[src/rtl/dsm_pkg.sv]
// Shared constants and arithmetic helpers for the delta-sigma modulator and its tick generator.
// Pure functions/parameters only; no latency, no flow control.
package dsm_pkg;

  localparam int DSM_BW_DEF  = 16;
  localparam int DSM_IW_DEF  = DSM_BW_DEF + 4;
  localparam int DSM_DIV_DEF = 1;

  // Full-scale feedback magnitude for a BW-bit signed input.
  function automatic logic signed [63:0] dsm_fs(input int bw);
    return 64'sd1 <<< (bw - 1);
  endfunction

  // Clamp a sign-extended IW+1-bit result into the signed IW-bit range.
  function automatic logic signed [63:0] dsm_sat(input logic signed [63:0] val,
                                                 input int iw,
                                                 output logic clamp);
    logic signed [63:0] hi;
    logic signed [63:0] lo;
    logic signed [63:0] res;
    hi    = (64'sd1 <<< (iw - 1)) - 64'sd1;
    lo    = -(64'sd1 <<< (iw - 1));
    res   = val;
    clamp = 1'b0;
    if (val > hi) begin
      res   = hi;
      clamp = 1'b1;
    end else if (val < lo) begin
      res   = lo;
      clamp = 1'b1;
    end
    return res;
  endfunction

endpackage

[src/rtl/dsm_tick_gen.sv]
// Divide-by-DIV enable strobe: combinational tick in the cycle the count reaches DIV-1.
// Dropping en_i discards the partial period; no backpressure.
module dsm_tick_gen #(
  parameter int DIV = 1
) (
  input  logic clk_i,
  input  logic rst_ni,
  input  logic en_i,
  output logic tick_o
);

  localparam int            CW   = (DIV > 1) ? $clog2(DIV) : 1;
  localparam logic [CW-1:0] LAST = CW'(DIV - 1);

  logic [CW-1:0] cnt_q;
  logic [CW-1:0] cnt_d;

  always_comb begin
    tick_o = en_i && (cnt_q == LAST);
    cnt_d  = cnt_q;
    if (!en_i || tick_o) begin
      cnt_d = '0;
    end else begin
      cnt_d = cnt_q + CW'(1);
    end
  end

  always_ff @(posedge clk_i or negedge rst_ni) begin
    if (!rst_ni) begin
      cnt_q <= '0;
    end else begin
      cnt_q <= cnt_d;
    end
  end

endmodule

[src/rtl/dsm_modulator_2nd.sv]
// Second-order CIFB delta-sigma modulator: signed BW-bit samples to a 1-bit density stream,
// one update per tick, dsm_o/tick_o registered (input reaches dsm_o one tick later); no backpressure.
module dsm_modulator_2nd
  import dsm_pkg::*;
#(
  parameter int BW  = DSM_BW_DEF,
  parameter int IW  = DSM_IW_DEF,
  parameter int DIV = DSM_DIV_DEF
) (
  input  logic                 clk_i,
  input  logic                 rst_ni,
  input  logic                 en_i,
  input  logic signed [BW-1:0] dsm_i,
  input  logic                 clr_ovf_i,
  output logic                 dsm_o,
  output logic                 tick_o,
  output logic                 ovf_o
);

  localparam logic signed [IW-1:0] FB_MAG = IW'(dsm_fs(BW));

  logic                 tick;
  logic signed [IW-1:0] fb;
  logic signed [IW-1:0] i1_q, i1_d;
  logic signed [IW-1:0] i2_q, i2_d;
  logic                 dsm_q, dsm_d;
  logic                 tick_q;
  logic                 ovf_q, ovf_d;
  logic signed [IW:0]   sum1, sum2;
  logic signed [63:0]   sat1, sat2;
  logic                 clamp1, clamp2;

  dsm_tick_gen #(
    .DIV(DIV)
  ) u_tick_gen (
    .clk_i (clk_i),
    .rst_ni(rst_ni),
    .en_i  (en_i),
    .tick_o(tick)
  );

  assign fb = dsm_q ? FB_MAG : -FB_MAG;

  always_comb begin
    // One guard bit is enough: |i1| + |dsm_i| + FS never exceeds 2^IW when IW >= BW+2.
    sum1 = {i1_q[IW-1], i1_q} + {{(IW + 1 - BW){dsm_i[BW-1]}}, dsm_i} - {fb[IW-1], fb};
    sum2 = {i2_q[IW-1], i2_q} + {i1_q[IW-1], i1_q} - {fb[IW-1], fb};
    sat1 = dsm_sat({{(63 - IW){sum1[IW]}}, sum1}, IW, clamp1);
    sat2 = dsm_sat({{(63 - IW){sum2[IW]}}, sum2}, IW, clamp2);

    i1_d  = i1_q;
    i2_d  = i2_q;
    dsm_d = dsm_q;
    ovf_d = ovf_q;
    if (tick) begin
      i1_d  = IW'(sat1);
      i2_d  = IW'(sat2);
      dsm_d = !i2_d[IW-1];
    end
    if (clr_ovf_i) begin
      ovf_d = 1'b0;
    end
    if (tick && (clamp1 || clamp2)) begin
      ovf_d = 1'b1;
    end
  end

  always_ff @(posedge clk_i or negedge rst_ni) begin
    if (!rst_ni) begin
      i1_q   <= '0;
      i2_q   <= '0;
      dsm_q  <= 1'b0;
      tick_q <= 1'b0;
      ovf_q  <= 1'b0;
    end else begin
      i1_q   <= i1_d;
      i2_q   <= i2_d;
      dsm_q  <= dsm_d;
      tick_q <= tick;
      ovf_q  <= ovf_d;
    end
  end

  assign dsm_o  = dsm_q;
  assign tick_o = tick_q;
  assign ovf_o  = ovf_q;

endmodule

[config.mk]
export PLATFORM = sky130hd
export DESIGN_NAME = dsm_modulator_2nd
export DESIGN_NICKNAME = d
export VERILOG_FILES = /design/src/rtl/dsm_pkg.sv /design/src/rtl/dsm_tick_gen.sv /design/src/rtl/dsm_modulator_2nd.sv
export SDC_FILE = /design/constraint.sdc
export NUM_CORES = 1
export LEC_CHECK = 0
export ABC_AREA = 1
export ABC_CLOCK_PERIOD_IN_PS = 3600
export CORE_ASPECT_RATIO = 2
export CORE_MARGIN = 2
export CORE_UTILIZATION = 50
export CTS_CLUSTER_SIZE = 24
export DETAILED_ROUTE_END_ITERATION = 10
export PLACE_DENSITY = 0.67
export REMOVE_ABC_BUFFERS = 1
export SLEW_MARGIN = 20
export SYNTH_ARGS = -nofsm -noshare
export SYNTH_HDL_FRONTEND = slang
export SYNTH_SLANG_ARGS = --single-unit
[constraint.sdc]
create_clock -name clk_i -period 3.6 [get_ports clk_i]
set_input_delay 0.72 -clock clk_i [delete_from_list [all_inputs] [get_ports clk_i]]
set_output_delay 0.72 -clock clk_i [all_outputs]
set_load 0.02 [all_outputs]
# == Yosys cells after proc, flatten, opt, wreduce, memory -nomap -nowiden ==
# Cells that the tools add are included.
# word_totals
ff_bits,44
in_bits,20
out_inout_bits,3
# classes
add_sub_neg,5
magnitude_cmp,4
n_mux,12
bitwise_logic,1
reduce_logical,7
# op_table
operator,n
$mux 20,5
$gt 21x20->1 const B,2
$lt 21x20->1 const B,2
$sub 21x21->21,2
$add 20x16->21,1
$add 20x20->21,1
$mux 1,7
$logic_and 1x1->1,2
$logic_not 1->1,2
$logic_or 1x1->1,2
$reduce_bool 2->1,1
$add 1x1->1 const B,1
$not 1->1,1

# == Longest topological paths before layout ==
# depth
depth_word,8
depth_mapped,20
depth_no_buf,20

# == Hierarchy ==
# From an unflattened synthesis, not the netlist that was laid out.
# unflattened
cells_unflattened,825
hier_area_um2,5462.7
# modules_own_cells
mod,n_inst,cells_per_inst,area_per_inst_um2,seq_area_each_um2
dsm_modulator_2nd,1,821,5424.0,1076.0
dsm_tick_gen,1,4,38.8,25.0

# == Worst setup path after synthesis ==
# No wires, ideal clock.
# synth_timing
kind,register to register
startpoint,"register dsm_q, in the netlist dsm_o"
endpoint,register i2_q[12]
arrival_ns,2.831
t_required_ns,3.458
path_slack_ns,0.627
path_stages_with_launch,17
path_buffers,1
period_less_slack_ns,2.973
path_cell_list,dfrtp_1 inv_1 fa_1 inv_1 ha_1 nand2_1 inv_2 nand3_1 nor2_2 nand3b_4 nand3_1 nand2_1 nand2_2 nor2_8 nor2_8 buf_8 a22oi_2
# synth_between
elab_chain_len,5
elab_cells_between_ends,6
cone_classes,add/sub: 1; order compare: 2; mux: 3
# synth_rtl
element,line,text
start: declaration,dsm_modulator_2nd.sv:26,"logic dsm_q, dsm_d;"
start signal: assignment,dsm_modulator_2nd.sv:78,dsm_q <= dsm_d;
$mux 20 (*),dsm_modulator_2nd.sv:42,assign fb = dsm_q ? FB_MAG : -FB_MAG;
$sub 21x21->21 (*),dsm_modulator_2nd.sv:47,"sum2 = {i2_q[IW-1], i2_q} + {i1_q[IW-1], i1_q} - {fb[IW-1], fb};"
$lt 21x20->1,dsm_pkg.sv:28,end else if (val < lo) begin
$mux 20,dsm_pkg.sv:28,
$mux 20 (*),dsm_pkg.sv:25,if (val > hi) begin
end signal: assignment,dsm_modulator_2nd.sv:77,i2_q <= i2_d;
end: declaration,dsm_modulator_2nd.sv:25,"logic signed [IW-1:0] i2_q, i2_d;"
# Mark *: on every way between the ends. The rest lies on a longest branch, timed or not.
# A chain may end at the register's enable or synchronous reset.

# == Worst setup path after layout ==
# layout_timing
startpoint,input dsm_i[15]
endpoint,register i1_q[14]
# layout_between
elab_chain_len,5
elab_cells_between_ends,6
cone_classes,add/sub: 2; order compare: 2; mux: 2
# layout_rtl
element,line,text
start: declaration,dsm_modulator_2nd.sv:13,"input logic signed [BW-1:0] dsm_i,"
$add 20x16->21 (*),dsm_modulator_2nd.sv:46,"sum1 = {i1_q[IW-1], i1_q} + {{(IW + 1 - BW){dsm_i[BW-1]}}, dsm_i} - {fb[IW-1], fb};"
$sub 21x21->21 (*),dsm_modulator_2nd.sv:46,
$lt 21x20->1,dsm_pkg.sv:28,
$mux 20,dsm_pkg.sv:28,
$mux 20 (*),dsm_pkg.sv:25,
end signal: assignment,dsm_modulator_2nd.sv:76,i1_q <= i1_d;
end: declaration,dsm_modulator_2nd.sv:24,"logic signed [IW-1:0] i1_q, i1_d;"
# Marks and branches as above.

==> results.json <==
{
  "avgViaCountPerCell": 5.02,
  "syn-instance-count": 813,
  "period_needed_ns": 3.31,
  "final_max_slew_viol_count": 0,
  "num_vias": 4923,
  "most_common_cell_after_layout_fill_and_taps_aside": "sky130_fd_sc_hd__nand2_1",
  "r2r_setup_slack_ns": 0.34,
  "first_global_vias": 4995,
  "fillers": 1094,
  "die_x_um": 77.1,
  "drt-total-wl_mm": 13.1,
  "cts_tree": "yes",
  "detail_route.drc_violations": 0,
  "initial_core_util_pct": 51.0,
  "critical-path-slowest-cell": "sky130_fd_sc_hd__fa_1",
  "finalSetupViolCount": 0,
  "max-cap-violations": 0,
  "worst_path_most_repeated_cell": "sky130_fd_sc_hd__nand2_1",
  "max_stage_delay_ns": 0.47,
  "rsz0062_at_grt": "no",
  "slew_headroom_pct": 62.2,
  "synth.cell_area_um2": 5340,
  "timing.hold.worst.class": "input port to async pin",
  "design.final.nets": 941,
  "io_pins": 23,
  "cts_inserted_buffers": 5,
  "layout_skew_ns": 0.00353,
  "drt_pass1_iterations": 6,
  "finalWeightedCongestion": 0.942,
  "syn_avg_cell_area_um2": 6.57,
  "critical_path.endpoint_type": "register",
  "detailedRoute.firstIterationViolations": 236,
  "critPathKind": "input port to register",
  "top_library_cells_by_usage_in_the_layout_fill_and_taps_aside": "sky130_fd_sc_hd__nand2_1, sky130_fd_sc_hd__inv_1, sky130_fd_sc_hd__ha_1, sky130_fd_sc_hd__nor2_1, sky130_fd_sc_hd__dfrtp_1",
  "drive_gt1_share_pct": 7.70,
  "ys_seq_area_share_pct": 20.6,
  "clock_sinks": 44,
  "drt.antenna.violating_nets": 0,
  "die_h_um": 150,
  "dp.final_hpwl_mm": 11.1,
  "synthesis.yosys.warnings": 0,
  "ys_ff_latch": 44,
  "ctsHoldBuffers": 0,
  "final_global_route_overflow_total": 0,
  "core_um2": 10500,
  "path_clk_slew_ns": 0.06,
  "num_antenna_cells": 0,
  "timing.fmax_mhz": 302,
  "rows": 53,
  "h-tree-depth": 2,
  "timing.final.hold_violations": 0,
  "cts-root-to-sink-buffers": 2,
  "layout_worst_path_cycle_share_pct": 91.9,
  "antenna_found_initial": 0,
  "synth_unique_cells": 36,
  "finalHoldWorstSlack_ns": 0.417,
  "cts_root_buf": "sky130_fd_sc_hd__clkbuf_16",
  "synthToLayoutAreaGrowth_pct": 11.1,
  "worstSetupStartpointType": "input port",
  "run_status": "finished clean",
  "worst-endpoint-arrival_ns": 3.49,
  "clk-insertion-delay-late_ns": 0.29,
  "worstMarginPinSlew_ns": 0.564,
  "critPathMaxFanout": 10,
  "route.detailed.wl_per_inst_um": 13.3,
  "cp.required_ns": 3.78,
  "grt_start_max_net_pins": 45,
  "global_route.usage.total_pct": 24.3,
  "die_area_um2": 11600,
  "crit_path_cell_trace": "clkdlybuf4s50_1, buf_4, fa_1, ha_1, nand2_1, inv_1, nand2_1, nand2_1, a21oi_1, nand3_1, nand2_1, nand2_4, inv_1, nand2_4, buf_4, nand2_1, nand2_1, nand2_1, nand2_1",
  "grt_pass1_wl_mm": 22.5,
  "count_of_input_and_output_buffers": 22
}
==> state kept, by name, summed over array words and instances, names as in the netlist <==
name and cells:
u_tick_gen.cnt_q 1, dsm_o 1, ovf_o 1, tick_o 1
i2_q 20, i1_q 20
==> what timing repair did <==
action / 4_1_cts / 5_1_grt
endpoints found under the setup margin: 0 / 19
buffers inserted: 0 / 1
gates resized for setup: 0 / 5
==> Yosys cell counts <==
| cell | instances | area, um^2 |
|---|---|---|
| sky130_fd_sc_hd__nand2_1 | 274 | 1030 |
| sky130_fd_sc_hd__inv_1 | 180 | 676 |
| sky130_fd_sc_hd__ha_1 | 70 | 876 |
| sky130_fd_sc_hd__nor2_1 | 46 | 173 |
| sky130_fd_sc_hd__dfrtp_1 | 44 | 1100 |
| sky130_fd_sc_hd__a21oi_1 | 31 | 155 |
| sky130_fd_sc_hd__nand3_1 | 26 | 130 |
| sky130_fd_sc_hd__o21ai_0 | 16 | 80.1 |
| sky130_fd_sc_hd__xnor2_1 | 15 | 131 |
| sky130_fd_sc_hd__xor2_1 | 15 | 131 |
| sky130_fd_sc_hd__nand4_1 | 12 | 75.1 |
| sky130_fd_sc_hd__a22oi_2 | 10 | 125 |
| sky130_fd_sc_hd__fa_1 | 8 | 160 |
| sky130_fd_sc_hd__clkbuf_1 | 6 | 22.5 |
| sky130_fd_sc_hd__inv_2 | 6 | 22.5 |
| sky130_fd_sc_hd__nand2_2 | 6 | 37.5 |
| sky130_fd_sc_hd__nor2_2 | 6 | 37.5 |
| sky130_fd_sc_hd__nor3_1 | 6 | 30.0 |
| sky130_fd_sc_hd__o21bai_1 | 4 | 30.0 |
| sky130_fd_sc_hd__a21oi_2 | 3 | 26.3 |
| sky130_fd_sc_hd__a22oi_1 | 3 | 22.5 |
| sky130_fd_sc_hd__buf_6 | 3 | 33.8 |
| sky130_fd_sc_hd__nand2_4 | 3 | 33.8 |
| sky130_fd_sc_hd__o21ai_1 | 3 | 15.0 |
| sky130_fd_sc_hd__a31oi_1 | 2 | 12.5 |
| sky130_fd_sc_hd__nand3b_1 | 2 | 15.0 |
| sky130_fd_sc_hd__nand3b_4 | 2 | 40.0 |
| sky130_fd_sc_hd__nor2_4 | 2 | 22.5 |
| sky130_fd_sc_hd__nor2_8 | 2 | 40.0 |
| sky130_fd_sc_hd__a21o_1 | 1 | 7.51 |
| sky130_fd_sc_hd__and2_1 | 1 | 6.26 |
| sky130_fd_sc_hd__buf_8 | 1 | 15.0 |
| sky130_fd_sc_hd__conb_1 | 1 | 3.75 |
| sky130_fd_sc_hd__nand4_2 | 1 | 12.5 |
| sky130_fd_sc_hd__nor4_1 | 1 | 6.26 |
| sky130_fd_sc_hd__o22ai_1 | 1 | 6.26 |
==> logic make-up (layout without fill, tap and decap cells) <==
kind of cell / count (synthesis) / count (layout) / share of synthesized area, %
compound gates: 74 / 74 / 9.00
xor+xnor: 30 / 30 / 4.92
fa+ha+maj: 78 / 78 / 19.4
buf+inv: 196 / 227 / 14.4
flops: 44 / 44 / 20.6
other cells: 1 / 1 / 0.0702
simple gates: 390 / 390 / 31.6
==> cell type report <==
type	instances	area [um^2]	share of cell area (%)
Multi-Input combinational cell	573	3480	58.7
Inverter	186	698	11.8
Sequential cell	44	1100	18.6
Timing Repair Buffer	33	313	5.27
Clock buffer	5	125	2.11
Tap cell	137	171	2.89
Clock inverter	3	42.5	0.717
==> critical path, delay by kind of cell <==
kind / cells / cell delay (ns)
adder cells (fa/ha/maj): 2 / 0.87
AO/OA/AOI/OAI: 1 / 0.18
AND/OR/NAND/NOR: 11 / 0.84
buffers and inverters: 5 / 0.88
==> through the flow <==
stage	utilization, %	std cells	setup slack (ns)	setup TNS, ns	instance area, um^2
detailed placement	54.8	972	-0.0748	-0.410	5740
global route	56.6	981	0.0109	0	5930
global placement	54.8	972	0.0185	0	5740
floorplan	-	803	0.606	0	5270
finish	56.6	981	0.290	0	5930
CTS	56.4	980	0.228	0	5910
==> layer usage <==
metal	GRT usage [%]	vias to the layer above	wire, um
li1	-	2544	-
met1	24.7	2266	5100
met2	48.9	80	7260
met3	1.08	33	192
met4	12.5	0	547
met5	0	-	0
==> final timing paths <==
kind,to,depth (start not counted),start
setup / recovery,i1_q[14]$_DFFE_PN0P_,19,dsm_i[15]
hold / removal,i2_q[0]$_DFFE_PN0P_,1,rst_ni
setup reg to reg,i2_q[17]$_DFFE_PN0P_,13,dsm_o$_DFFE_PN0P_
hold reg to reg,i1_q[9]$_DFFE_PN0P_,2,i1_q[9]$_DFFE_PN0P_
max in group asynchronous,dsm_o$_DFFE_PN0P_,1,rst_ni
min in group clk_i,i1_q[9]$_DFFE_PN0P_,2,i1_q[9]$_DFFE_PN0P_
Power is not shown: default switching activity piles up to over one toggle a cycle in this logic, so the estimate is an artifact.
